File: config.mk
export PLATFORM = sky130hd
export DESIGN_NAME = clock_divider_flat
export DESIGN_NICKNAME = d
export VERILOG_FILES = /design/src/rtl/clock_divider_if.sv /design/src/rtl/clock_divider.sv /design/src/flat_wrapper.sv
export SDC_FILE = /design/constraint.sdc
export NUM_CORES = 1
export LEC_CHECK = 0
export BUFFER_PORTS_ARGS = -buffer_cell sky130_fd_sc_hd__buf_2
export CAP_MARGIN = 40
export CORE_MARGIN = 3
export CORE_UTILIZATION = 45
export CTS_BUF_LIST = sky130_fd_sc_hd__clkbuf_4
export DETAILED_ROUTE_END_ITERATION = 12
export PLACE_DENSITY = 0.72
export SETUP_SLACK_MARGIN = 0.1
export SLEW_MARGIN = 40
export SYNTH_ARGS = -nofsm -noshare
export SYNTH_HDL_FRONTEND = slang
export SYNTH_SLANG_ARGS = --single-unit
File: constraint.sdc
create_clock -name clk -period 8.6 [get_ports clk]
set_input_delay 1.72 -clock clk [delete_from_list [all_inputs] [get_ports clk]]
set_output_delay 1.72 -clock clk [all_outputs]
set_load 0.02 [all_outputs]
File: src/rtl/clock_divider_if.sv
// Control/status bundle for clock_divider: run/load/ratio in, divided clock and status out.
// master drives the controls; slave is the divider itself.
interface clock_divider_if #(
  parameter int WIDTH  = 8,
  parameter int PCNT_W = 16
);
  logic              en;
  logic              load;
  logic [WIDTH-1:0]  div;
  logic              clk_out;
  logic              tick;
  logic              running;
  logic [PCNT_W-1:0] periods;

  modport master (
    output en, load, div,
    input  clk_out, tick, running, periods
  );

  modport slave (
    input  en, load, div,
    output clk_out, tick, running, periods
  );
endinterface

File: src/rtl/clock_divider.sv
// Programmable divide-by-N clock with drain-on-stop and glitch-free ratio updates at period wraps.
// First tick is one cycle after en; no backpressure: outputs are free-running registered levels/pulses.
module clock_divider #(
  parameter int WIDTH  = 8,
  parameter int PCNT_W = 16
) (
  input  logic            clk,
  input  logic            rst,
  clock_divider_if.slave  bus
);

  typedef enum logic [1:0] {
    IDLE  = 2'd0,
    RUN   = 2'd1,
    DRAIN = 2'd2
  } state_e;

  state_e            state_q, state_d;
  logic [WIDTH-1:0]  cnt_q, cnt_d;
  logic [WIDTH-1:0]  r_act_q, r_act_d;
  logic [WIDTH-1:0]  r_pend_q, r_pend_d;
  logic              pend_q, pend_d;
  logic              clk_out_q, clk_out_d;
  logic              tick_q, tick_d;
  logic [PCNT_W-1:0] periods_q, periods_d;

  logic [WIDTH-1:0]  r_eff;
  logic [WIDTH-1:0]  r_last;
  logic [WIDTH-1:0]  r_half;
  logic [WIDTH-1:0]  cnt_inc;
  logic              wrap;

  // Ratios below 2 cannot produce a high and a low phase, so they run as 2.
  assign r_eff   = (r_act_q < WIDTH'(2)) ? WIDTH'(2) : r_act_q;
  assign r_last  = r_eff - WIDTH'(1);
  assign r_half  = r_eff >> 1;
  assign cnt_inc = cnt_q + WIDTH'(1);
  assign wrap    = (cnt_q == r_last);

  always_comb begin
    state_d   = state_q;
    cnt_d     = cnt_q;
    r_act_d   = r_act_q;
    r_pend_d  = r_pend_q;
    pend_d    = pend_q;
    clk_out_d = clk_out_q;
    tick_d    = 1'b0;
    periods_d = periods_q;

    if (bus.load) begin
      r_pend_d = bus.div;
      pend_d   = 1'b1;
    end

    case (state_q)
      IDLE: begin
        cnt_d     = '0;
        clk_out_d = 1'b0;
        if (pend_q) begin
          r_act_d = r_pend_q;
          pend_d  = bus.load;
        end
        if (bus.en) begin
          state_d   = RUN;
          tick_d    = 1'b1;
          clk_out_d = 1'b1;
        end
      end

      RUN, DRAIN: begin
        if (wrap) begin
          cnt_d     = '0;
          periods_d = periods_q + PCNT_W'(1);
          // A load landing on the wrap itself beats any older pending ratio.
          if (bus.load) begin
            r_act_d = bus.div;
            pend_d  = 1'b0;
          end else if (pend_q) begin
            r_act_d = r_pend_q;
            pend_d  = 1'b0;
          end
          if (state_q == RUN || bus.en) begin
            tick_d    = 1'b1;
            clk_out_d = 1'b1;
            state_d   = bus.en ? RUN : DRAIN;
          end else begin
            clk_out_d = 1'b0;
            state_d   = IDLE;
          end
        end else begin
          cnt_d     = cnt_inc;
          clk_out_d = (cnt_inc < r_half);
          state_d   = bus.en ? RUN : DRAIN;
        end
      end

      default: begin
        state_d   = IDLE;
        cnt_d     = '0;
        clk_out_d = 1'b0;
      end
    endcase
  end

  always_ff @(posedge clk) begin
    if (rst) begin
      state_q   <= IDLE;
      cnt_q     <= '0;
      r_act_q   <= WIDTH'(2);
      r_pend_q  <= WIDTH'(2);
      pend_q    <= 1'b0;
      clk_out_q <= 1'b0;
      tick_q    <= 1'b0;
      periods_q <= '0;
    end else begin
      state_q   <= state_d;
      cnt_q     <= cnt_d;
      r_act_q   <= r_act_d;
      r_pend_q  <= r_pend_d;
      pend_q    <= pend_d;
      clk_out_q <= clk_out_d;
      tick_q    <= tick_d;
      periods_q <= periods_d;
    end
  end

  assign bus.clk_out = clk_out_q;
  assign bus.tick    = tick_q;
  assign bus.running = (state_q != IDLE);
  assign bus.periods = periods_q;

endmodule

File: src/flat_wrapper.sv
// flat-port wrapper written by rule: the top's interface ports become plain ports
module clock_divider_flat 
#(
  parameter int WIDTH  = 8,
  parameter int PCNT_W = 16
)
  (clk, rst, bus_en, bus_load, bus_div, bus_clk_out, bus_tick, bus_running, bus_periods);
  clock_divider_if #(.WIDTH(WIDTH), .PCNT_W(PCNT_W)) bus_i ();
  input  logic clk;
  input  logic rst;
  input wire logic [$bits(bus_i.en)-1:0] bus_en;
  input wire logic [$bits(bus_i.load)-1:0] bus_load;
  input wire logic [$bits(bus_i.div)-1:0] bus_div;
  output wire logic [$bits(bus_i.clk_out)-1:0] bus_clk_out;
  output wire logic [$bits(bus_i.tick)-1:0] bus_tick;
  output wire logic [$bits(bus_i.running)-1:0] bus_running;
  output wire logic [$bits(bus_i.periods)-1:0] bus_periods;
  assign bus_i.en = bus_en;
  assign bus_i.load = bus_load;
  assign bus_i.div = bus_div;
  assign bus_clk_out = bus_i.clk_out;
  assign bus_tick = bus_i.tick;
  assign bus_running = bus_i.running;
  assign bus_periods = bus_i.periods;
  clock_divider #(.WIDTH(WIDTH), .PCNT_W(PCNT_W)) u_core (.clk(clk), .rst(rst), .bus(bus_i));
endmodule
==> summary.md <==
| Metric | Value |
|---|---|
| Peak VDD IR | between 70 and 80 µV |
| Hold_buf cts | 0 |
| Routability cong. | between 0.8 and 0.9 |
| Post-route minimum period | 3950 ps |
| Via density | 5.72 |
| Post-synth cell types | 47 |
| CTS tree | done |
| Initial antenna violation count | 0 |
| Min-delay worst type | reg -> reg |
| Global Route Usage Sum | 17.7% |
| Predominant post-synthesis flop cell | dfxtp_1 |
| Synthesis-to-finish area growth | 8.32% |
| CP most frequent cell | or4_4 |
| Critical path required time | 8900 ps |
| Max Slew Vio Count | 0 |
| NumNets Final | 346 |
| Ranking of synthesized cells by area | dfxtp_1, mux2i_1, ha_1 |
| Setup bufs post-CTS | 0 |
| Std cell rows | 26 |
| Antenna cells | 0 |
| Cell area after placement | 2750 µm² |
| Most common cell in the netlist | dfxtp_1 |
| Final WL | 5.60 mm |
| Leak | 1.09 nW |
| Met3 wire length | 296 µm |
| Worst-path maximum fanout | 23 |
| Max_cap viols | 0 |
| Vias | between 2k and 2.5k |
| Fill cells | 539 |
| Yosys reg bits | 45 |
| Buf+Inv Stages, Crit Path | 0 |
| Kind of critical path | reg -> reg |
| Port bufs | 30 |
| TNS Setup | 0 ps |
| Residual DRC count | 0 |
| PostCTS Resize Cnt | 0 |
| Post-synth EDFFs | 0 |
| Wire length on met2 | 2.48 mm |
| Fin area | between 2000 and 3000 µm² |
| Worst setup SP type | register |
| First-pass GRT wire length | ~9.3 mm |
| Final setup fails | 0 |
| Family with the most delay on the worst path | simple AND/OR/NAND/NOR gates |
| Slew @ Worst Pin | roughly 800 ps |
| Critical Path AT | around 4300 ps |
| Worst hold margin | 496 ps |
| H-tree Lvls | 2 |
| Async SR Flop Fraction | 0% |
| DRT Pass-1 Iters | 4 |
| Post-synthesis sequential area ratio | 34.8% |
| Routed len/inst | 14.2 µm |
| CP cell instances | or4_4, nor3_1, nor2_1, ha_1, o21ba_2, a221o_1, a2111o_1, or4_4, or4_1, a21oi_1 |
| Antenna viol nets, final | 0 |
| Clock sink count | 45 |
| Final period util | 46.0% |
| Vert. Die Dim | approximately 82 µm |
| Warnings, synthesis | 0 |
| Placed insts | 385 |
| Cell taking the most area after synthesis | dfxtp_1 |
| Status | finished clean |
| Final Util | a little over half |
| Worst-path clk slew | 130 ps |
| CTS Buffer Depth | 2 |
| Mean Syn Cell Area | 8.54 µm² |
| Fmax | 253 MHz |
| Skew final | 7.57 ps |
| Core ar. | 5340 µm² |
| Post-Syn Area | 2590 µm² |
| GRT overflow | 0 |
| Worst-skew pair later-pin latency | 360 ps |
| Top Metal Used | met4 |
| Die Wd | 81.8 µm |
| Slowest cell delay on critical path | 600 ps |
| Top post-synthesis cells by count | dfxtp_1, nor2_1, mux2i_1, nand2_1, inv_1 |
| Num ports | 31 |
| M1 WL | between 2 and 3 mm |
| Clock root buffer master | clkbuf_4 |
| Crit. End Element | register |
| DPL Wire Length | 4.03 mm |
| Iter 0 DRT Violations | 169 |
| Vias in the first global route | roughly 2.0k |
| Fin cells | 393 |
| Share of layout cells above drive strength 1 | between 10% and 20% |
| Starting density of the core | 48.5% |
| CTS Buf Count | 5 |
| R2r setup slk | about 4600 ps |
| Largest net degree at the start of global routing | 43 |
| Yosys top cell area share | a little over a third |
| Post-synthesis net count | 327 |
| Rel. slew slack | a little under half |
| Full die area | 6690 µm² |
| Slowest stage cell, crit path | or4_4 |
| Cells after Synth | around 300 |
| Final-report hold violation count | 0 |
| Pwr dens | 142 nW/µm² |
| Setup repair after global routing missed its margin | no |
==> flip-flops by register name, indices dropped and copies added (netlist names) <==
register	flops
u_core.bus.tick	1
u_core.state_q	2
u_core.pend_q	1
u_core.bus.clk_out	1
u_core.cnt_q	8
u_core.r_act_q	8
u_core.bus.periods	16
u_core.r_pend_q	8
==> per-layer routing <==
metal | up-vias | track usage, %
met5 | - | 0
met4 | 0 | 7.14
met3 | 7 | 3.18
met2 | 50 | 27.1
met1 | 1056 | 24.5
li1 | 1134 | -
==> worst min-delay path, delay by kind of cell, from the launching register on <==
| kind | cells | cell delay, ps |
|---|---|---|
| AOI/OAI and AO/OA | 1 | 60 |
| DFF | 1 | 340 |
| and+or+nand+nor | 1 | 60 |
==> kinds of logic after synthesis <==
kind of cell	count (synthesis)	share of synthesized area, %
AOI/OAI and AO/OA	62	17.6
xor gates and xnor gates	12	4.06
adders and majority gates	12	5.81
buffers and inverters	34	5.56
DFF	45	34.8
muxes	25	9.82
and+or+nand+nor	113	22.4
==> report_power, final <==
group | internal (W) | switching [W]
registers | 0.000216 | 0.0000104
clock network | 0.0000344 | 0.0000688
logic | 0.0000305 | 0.0000391
==> stage by stage <==
stage               setup slack, ps  power (W)
finish                         4650   0.000399
global route                   4430   0.000418
detailed placement             4710   0.000300
floorplan                      4900   0.000284
global placement               4760   0.000298
CTS                            4680   0.000402
==> final timing paths <==
check,from,endpoint,depth (start not counted)
min reg2reg,u_core.bus.periods[15],u_core.bus.periods[15],2
max reg2reg,u_core.r_act_q[3],u_core.bus.periods[14],10
min,u_core.bus.periods[15],u_core.bus.periods[15],2
max,u_core.r_act_q[3],u_core.bus.periods[14],10
==> cell usage in the layout (no fill, tap or decap), types with 2 or more instances in the layout <==
master	synthesis	layout
nor3_1	8	8
nor4_1	4	3
inv_1	16	16
clkinv_2	0	2
a21oi_1	14	14
ha_1	12	12
mux2i_1	22	22
nand4_1	7	7
nor2b_1	9	9
o21a_1	2	2
or4_4	2	2
nand3_1	9	9
nand2_1	18	18
o31ai_1	9	9
nor2_1	35	35
a211oi_1	4	4
clkbuf_4	0	6
o21ai_0	12	12
buf_2	1	30
and3_1	3	3
mux2_2	3	3
or4_1	10	10
nand2b_1	2	2
dfxtp_1	45	45
xnor2_1	8	8
or2_2	3	3
o2111ai_1	2	2
xor2_1	4	4
a211o_1	2	2
a21boi_0	2	2
a31o_2	2	2
==> final cells by class <==
cell class                      count  area [µm²]  area share (%)
Timing Repair Buffer               30         150            5.36
Sequential cell                    45         901            32.2
Clock inverter                      2        10.0           0.357
Inverter                           16        60.1            2.14
Multi-Input combinational cell    224        1550            55.2
Clock buffer                        6        45.0            1.61
Tap cell                           70        87.6            3.13
(Power assumes the default switching activity.)
